`config.mk`:
```
export PLATFORM = sky130hd
export DESIGN_NAME = tx_sched
export DESIGN_NICKNAME = d
export VERILOG_FILES = /design/src/rtl/tx_sched_pkg.sv /design/src/rtl/tx_sched_rr_pick.sv /design/src/rtl/tx_sched.sv
export SDC_FILE = /design/constraint.sdc
export NUM_CORES = 1
export LEC_CHECK = 0
export CAP_MARGIN = 20
export CORE_ASPECT_RATIO = 1.25
export CORE_UTILIZATION = 51
export DETAILED_ROUTE_END_ITERATION = 10
export HOLD_SLACK_MARGIN = 0.06
export PLACE_DENSITY = 0.86
export SKIP_LAST_GASP = 1
export SLEW_MARGIN = 5
export SYNTH_ARGS = -nofsm -noshare
export SYNTH_HDL_FRONTEND = slang
export SYNTH_SLANG_ARGS = --single-unit
```
`constraint.sdc`:
```
create_clock -name clk -period 4.9 [get_ports clk]
set_input_delay 0.49 -clock clk [delete_from_list [all_inputs] [get_ports clk]]
set_output_delay 0.49 -clock clk [all_outputs]
set_load 0.05 [all_outputs]
```
`src/rtl/tx_sched_pkg.sv`:
```
// Shared definitions for the tx_mux round-robin scheduler.
// State encodings, channel count and per-channel header code.
package tx_sched_pkg;

    localparam int NCH = 4;

    typedef enum logic [1:0] {
        IDLE = 2'd0,
        REQ  = 2'd1,
        DONE = 2'd2
    } state_t;

    // tx_mux sends the channel index as the frame header byte.
    function automatic logic [7:0] hdr_code(input logic [1:0] ch);
        return {6'd0, ch};
    endfunction

endpackage

```
`src/rtl/tx_sched_rr_pick.sv`:
```
// Combinational round-robin picker: first set request after ptr.
// Produces a one-hot grant, its index and an any-request flag.
module rr_pick (
    input  logic [3:0] req,
    input  logic [1:0] ptr,
    output logic [3:0] grant,
    output logic [1:0] idx,
    output logic       any
);

    logic [1:0] cand;

    // Scan ptr+1, ptr+2, ptr+3, ptr (mod 4); the first hit wins.
    always_comb begin
        grant = '0;
        idx   = ptr;
        any   = 1'b0;
        cand  = ptr;
        for (int i = 1; i <= 4; i++) begin
            cand = ptr + i[1:0];
            if (!any && req[cand]) begin
                any         = 1'b1;
                idx         = cand;
                grant[cand] = 1'b1;
            end
        end
    end

endmodule

```
`src/rtl/tx_sched.sv`:
```
// Round-robin scheduler feeding tx_mux one request at a time.
// Latches producer words, runs req/accept, flags overwrites, counts frames.
module tx_sched
    import tx_sched_pkg::*;
#(
    parameter int TIMEOUT = 4096
) (
    input  logic        clk,
    input  logic        rst,
    input  logic [3:0]  src_valid,
    input  logic [15:0] src_data_0,
    input  logic [15:0] src_data_1,
    input  logic [15:0] src_data_2,
    input  logic [15:0] src_data_3,
    output logic [3:0]  req,
    output logic [15:0] in_0,
    output logic [15:0] in_1,
    output logic [15:0] in_2,
    output logic [15:0] in_3,
    input  logic [3:0]  accept,
    output logic [3:0]  ovf,
    output logic        timeout_err,
    input  logic        err_clr,
    output logic [15:0] frame_cnt
);

    localparam int TW = $clog2(TIMEOUT);
    localparam logic [TW-1:0] TLIM = TW'(TIMEOUT - 1);

    state_t        state;
    state_t        state_nx;
    logic [1:0]    rr;
    logic [1:0]    sel;
    logic [3:0]    pend;
    logic [15:0]   hold   [NCH];
    logic [15:0]   data_q [NCH];
    logic [15:0]   src_data [NCH];
    logic [TW-1:0] timer;

    logic [3:0]    pick_grant;
    logic [1:0]    pick_idx;
    logic          pick_any;

    logic          do_grant;
    logic          do_accept;
    logic          do_finish;
    logic [3:0]    gnt_clr;
    logic          tmo_hit;

    assign src_data[0] = src_data_0;
    assign src_data[1] = src_data_1;
    assign src_data[2] = src_data_2;
    assign src_data[3] = src_data_3;

    assign in_0 = data_q[0];
    assign in_1 = data_q[1];
    assign in_2 = data_q[2];
    assign in_3 = data_q[3];

    rr_pick u_pick (
        .req   (pend),
        .ptr   (rr),
        .grant (pick_grant),
        .idx   (pick_idx),
        .any   (pick_any)
    );

    assign gnt_clr = do_grant ? pick_grant : 4'd0;
    assign tmo_hit = (state == REQ) && !do_accept && (timer == TLIM);

    // State register.
    always_ff @(posedge clk) begin
        if (rst) begin
            state <= IDLE;
        end else begin
            state <= state_nx;
        end
    end

    // Next state and the one-cycle control strobes for the datapath.
    always_comb begin
        state_nx  = state;
        do_grant  = 1'b0;
        do_accept = 1'b0;
        do_finish = 1'b0;
        unique case (state)
            IDLE: begin
                if (pick_any) begin
                    do_grant = 1'b1;
                    state_nx = REQ;
                end
            end
            REQ: begin
                if (accept[sel]) begin
                    do_accept = 1'b1;
                    state_nx  = DONE;
                end
            end
            DONE: begin
                if (accept == 4'd0) begin
                    do_finish = 1'b1;
                    state_nx  = IDLE;
                end
            end
            default: state_nx = IDLE;
        endcase
    end

    // Capture path: newest word wins; a refill in the grant cycle is not an overwrite.
    always_ff @(posedge clk) begin
        if (rst) begin
            pend <= 4'd0;
            ovf  <= 4'd0;
            for (int c = 0; c < NCH; c++) hold[c] <= 16'd0;
        end else begin
            for (int c = 0; c < NCH; c++) begin
                if (src_valid[c]) hold[c] <= src_data[c];
            end
            pend <= (pend & ~gnt_clr) | src_valid;
            ovf  <= (err_clr ? 4'd0 : ovf) | (src_valid & pend & ~gnt_clr);
        end
    end

    // Grant path: req and in_x change only at a grant; req drops on accept.
    always_ff @(posedge clk) begin
        if (rst) begin
            req <= 4'd0;
            rr  <= 2'd3;
            sel <= 2'd0;
            for (int c = 0; c < NCH; c++) data_q[c] <= 16'd0;
        end else if (do_grant) begin
            req <= pick_grant;
            rr  <= pick_idx;
            sel <= pick_idx;
            for (int c = 0; c < NCH; c++) begin
                data_q[c] <= pick_grant[c] ? hold[c] : 16'd0;
            end
        end else if (do_accept) begin
            req <= 4'd0;
        end
    end

    // Request-age timer; req is kept high past the timeout so the frame survives.
    always_ff @(posedge clk) begin
        if (rst) begin
            timer       <= '0;
            timeout_err <= 1'b0;
        end else begin
            if (do_grant) begin
                timer <= '0;
            end else if (state == REQ && timer != TLIM) begin
                timer <= timer + 1'b1;
            end
            timeout_err <= (timeout_err & ~err_clr) | tmo_hit;
        end
    end

    // Completed-frame counter, wraps naturally.
    always_ff @(posedge clk) begin
        if (rst) begin
            frame_cnt <= 16'd0;
        end else if (do_finish) begin
            frame_cnt <= frame_cnt + 16'd1;
        end
    end

endmodule

```
Word-level counts from Yosys, hierarchy flattened --
Memory sizes are Yosys's and may differ from the RTL's. Index checks and enable logic that the tools add are counted.
Storage, ports and cells: bits in registers 47, RAM bits 128, input port bits 75, output and inout bits 89, logic and storage cells 144, memories 2
Memory list:
- data_q | depth 4, bits a word 16, rd ports 4, clocked after Yosys merged registers in 0, write ports 4, RTL line tx_sched.sv:36 | logic [15:0] data_q [NCH];
- hold | depth 4, bits a word 16, rd ports 4, clocked after Yosys merged registers in 0, write ports 4, RTL line tx_sched.sv:35 | logic [15:0] hold [NCH];
Operators by class: $add $sub $neg 5, $lt $le $gt $ge 9, equality and inequality tests 7, multiplexer cells 73, bitwise gates (word level) 20, reduce and logical (&&, ||, !) cells 19
Operators with widths (number):
- $mux 16 | 12
- $mux 1 | 36
- $mux 4 | 8
- $or 4x4->4 | 5
- $add 16x1->16 const B | 1
- $lt 2x3->1 const B | 5
- $mux 2 | 7
- $add 12x1->12 const B | 1
- $and 4x4->4 | 3
- $eq 12x12->1 const B | 1
- $ne 12x12->1 const B | 1
- $bmux 1 s2 | 5
- $logic_and 1x1->1 | 10
- $or 1x1->1 | 9
- $demux 1 s2 | 4
- $ge 2x1->1 const B | 4
- $ne 2x2->1 const B | 3
- $pmux 2 s3 | 1
- $add 2x2->2 const B | 2
- $logic_not 1->1 | 4
- $logic_not 4->1 | 1
- $not 4->4 | 1
- $reduce_and 3->1 | 1
- $add 2x1->2 const B | 1
- other kinds (7) | 7

Longest topological paths before layout --
word-level depth 19, depth in mapped cells 10

Cells and area by module --
Synthesis repeated with hierarchy kept, for this count alone.
Unflattened totals: cell total of the unflattened synthesis 579, area total of the unflattened synthesis 7294.5 um^2
By module, submodules not included:
- tx_sched | times used 1, cells each 508, area an instance 6782.8 um^2, sequential area each 4784.6 um^2
- rr_pick | times used 1, cells each 71, area an instance 511.7 um^2, sequential area each 0.0 um^2

Worst setup path before layout --
No wires, ideal clock.
path type reg2reg, start point reg state[1], end point mem data_q[0][0], enable pin, arrival time 3.087 ns, data required time 4.447 ns, setup slack 1.360 ns, cell stages (with the launch flop) 5, cell sequence dfxtp_1 -> or2_2 -> clkbuf_1 -> o21bai_1 -> clkbuf_1
RTL lines:
- start, declared | RTL line tx_sched.sv:30 | state_t state;
- start signal, assigned | RTL line tx_sched.sv:76 | state <= state_nx;
- end, declared | RTL line tx_sched.sv:36

==> results.toml <==
[outcome]
status = "completed"

[finish]
multi_input_area_um2 = 2510
mostFrequentLayoutCell = "clkdlybuf4s50_1"
layout-drive-gt1-share = 0.0652
num-fill-cells = 997
regArea_um2 = 4780
layout.cells.non_filler = 991
layout_common_cells = "clkdlybuf4s50_1 (163), edfxtp_1 (128), nor2_1 (100)"
diodes = 0
nets = 885
area_growth_pct = 32.1

[die]
io_pins = 164
fp-row-count = 49
dieHeight_um = 137
start_util = 0.520
die_w_um = 110
core_area_um2 = 14300
die_area_um2 = 15100

[critical_path]
startpoint = "rr[0]$_SDFFE_PP1P_"
end_kind = "flip-flop"
worstReg2RegStart = "rr[0]$_SDFFE_PP1P_"
startpoint_type = "flip-flop"
path_max_fanout = 23
crit_type = "reg -> reg"
cp.arrival_ns = 3.78
cp_data_required_time_ns = 5.03

[logic_synthesis]
ys_types = 49
synth_area_um2 = 7470
synth_edf_count = 128
synthArstFlopShare = 0
synth_flop_cell = "edfxtp_1"
synth_fp_nets = 732
syn_inst = 647
syn_avg_cell_area_um2 = 11.5
ys_warn_count = 0
yosysSeqAreaShare = 0.641
ys_ff_latch = 175

[global_routing]
gr-usage-met1 = 0.266
grt_pass1_vias = 5273
grt_overflow = 0
grt_start_max_net_pins = 65
antenna_found_initial = 0
met3_usage = 0.0539
globalRouteMet2Util = 0.407
track_usage = 0.229
grt_pass1_wl_mm = 26.0
busiest_layer = "met2"

[pwr]
p_total_uw = 6190
leakagePower_uw = 0.00366
vdd_ir_drop_max_uv = 371
power_density_nw_per_um2 = 628

[clocking]
clkTransAtPathRegs_ns = 0.07
cts_num_sinks = 175
cts_buffers = 17
cts_hold_buf = 0
post_cts_resized = 0
cts_tree = "built"
cts_root_buf = "clkbuf_16"
clkLatencyLatePin_ns = 0.42
htreeDepth = 4
post_cts_buffers = 0
clk_path_buf_depth = 2

[sta]
post-route-period-util = 0.744
hold_violations = 0
setup_tns_ns = 0
worst_slew_pin_slew_ns = 0.904
relSlewSlack = 0.397
grt_setup_unrepaired = "no"
min_period_ns = 3.65
drv_slew = 0
fin_skew_ns = 0.00919
fmax_mhz = 274
setup_viol = 0

[detailed_routing]
wl_per_cell_um = 17.1
vias_per_cell = 5.40
dr.pass1.iters = 5
first_iter_violations = 401
antenna_left = 0
vias = 5349
drt_wl_total_mm = 16.9
drcViolationCount = 0

[min_path]
worst_hold_startpoint = "req[0]$_SDFFE_PP0P_"
hold_path_class = "reg -> reg"

[place]
port_buffers = 163
dp_hpwl_mm = 11.6
place_inst = 958
gp_congestion = 0.798

[job]
drv_cap = 0
[flip-flops by register name, summed over array words and instances (netlist names), 4 cells and up]
register / cells
req: 4
frame_cnt: 16
pend: 4
hold: 64
data_q: 64
timer: 12
ovf: 4
[Yosys cell counts (all sizes together) (2+ instances only)]
cell / count / share of area
buf: 11 / 0.0090
a311oi: 3 / 0.0035
and2: 65 / 0.054
dfxtp: 47 / 0.13
nand3: 6 / 0.0040
o21bai: 3 / 0.0030
nor4: 6 / 0.0050
nand4: 7 / 0.0059
and3: 5 / 0.0042
nor2: 101 / 0.051
mux2i: 5 / 0.0067
xnor2: 8 / 0.0094
o21ai: 9 / 0.0060
a21oi: 15 / 0.010
nand2b: 9 / 0.0075
nor3: 4 / 0.0027
a32oi: 8 / 0.015
xor2: 16 / 0.019
o22ai: 9 / 0.0075
mux4: 2 / 0.0060
and4: 6 / 0.0070
or3: 2 / 0.0017
edfxtp: 128 / 0.51
a31o: 4 / 0.0047
inv: 10 / 0.0050
a211o: 4 / 0.0047
o2bb2ai: 3 / 0.0035
or2b: 4 / 0.0040
ha: 10 / 0.017
or2: 5 / 0.0042
nor2b: 8 / 0.0067
nand2: 89 / 0.045
clkbuf: 22 / 0.011
[area by class of cell]
cell class	instances	share of cell area
clock buffers	18	0.0435
clock inverters	14	0.0203
inverters	10	0.00381
multi-input cells	429	0.255
flip-flops and latches	175	0.485
well taps	178	0.0226
repair buffers	167	0.170
[critical path: stages (launching register included)]
cell and delay, ns:
dfxtp_1 0.78, inv_1 0.28, ha_1 0.50, mux2i_1 0.44, o22ai_1 0.12, a211o_1 0.36, a32oi_2 0.73, nor2_1 0.14
[cell families after synthesis]
kind of cell | synth area share
AND/OR/NAND/NOR | 0.204
AO/OA/AOI/OAI | 0.0707
buffers and inverters | 0.0251
multiplexers | 0.0142
adder cells (fa/ha/maj) | 0.0168
XOR/XNOR | 0.0282
flip-flops | 0.641
[power by group]
part | internal [uW] | total (uW) | switching (uW) | leakage (uW)
Clock | 822 | 1420 | 597 | 0.000296
Sequential | 1990 | 2180 | 185 | 0.00179
Combinational | 802 | 2600 | 1790 | 0.00157
Total | 3620 | 6190 | 2580 | 0.00366
[routing by layer]
| metal | wire, um | part of all wire | vias up |
|---|---|---|---|
| li1 | - | - | 2559 |
| met3 | 1090 | 0.064 | 27 |
| met4 | 369 | 0.022 | 0 |
| met5 | 0 | 0 | - |
| met1 | 6420 | 0.38 | 2571 |
| met2 | 9030 | 0.53 | 192 |
[metrics by stage]
stage | setup WS (ns) | hold WS, ns | utilization | instance area, um^2
2_1_floorplan | 1.36 | 0.464 | - | 7470
3_3_place_gp | 1.50 | 0.452 | 0.642 | 9210
3_5_place_dp | 1.29 | 0.455 | 0.642 | 9210
4_1_cts | 1.26 | 0.474 | 0.686 | 9840
5_1_grt | 0.929 | 0.502 | 0.687 | 9860
6_report | 1.25 | 0.480 | 0.687 | 9860
[final timing paths]
path / to / slack [ns] / cells after the start
setup / recovery: data_q[2][12]$_SDFFCE_PN0P_ / 1.25 / 7
hold / removal: req[0]$_SDFFE_PP0P_ / 0.48 / 2
setup reg to reg: data_q[2][12]$_SDFFCE_PN0P_ / 1.25 / 7
hold reg to reg: req[0]$_SDFFE_PP0P_ / 0.48 / 2
No activity file was read; power rests on OpenSTA's default activity.
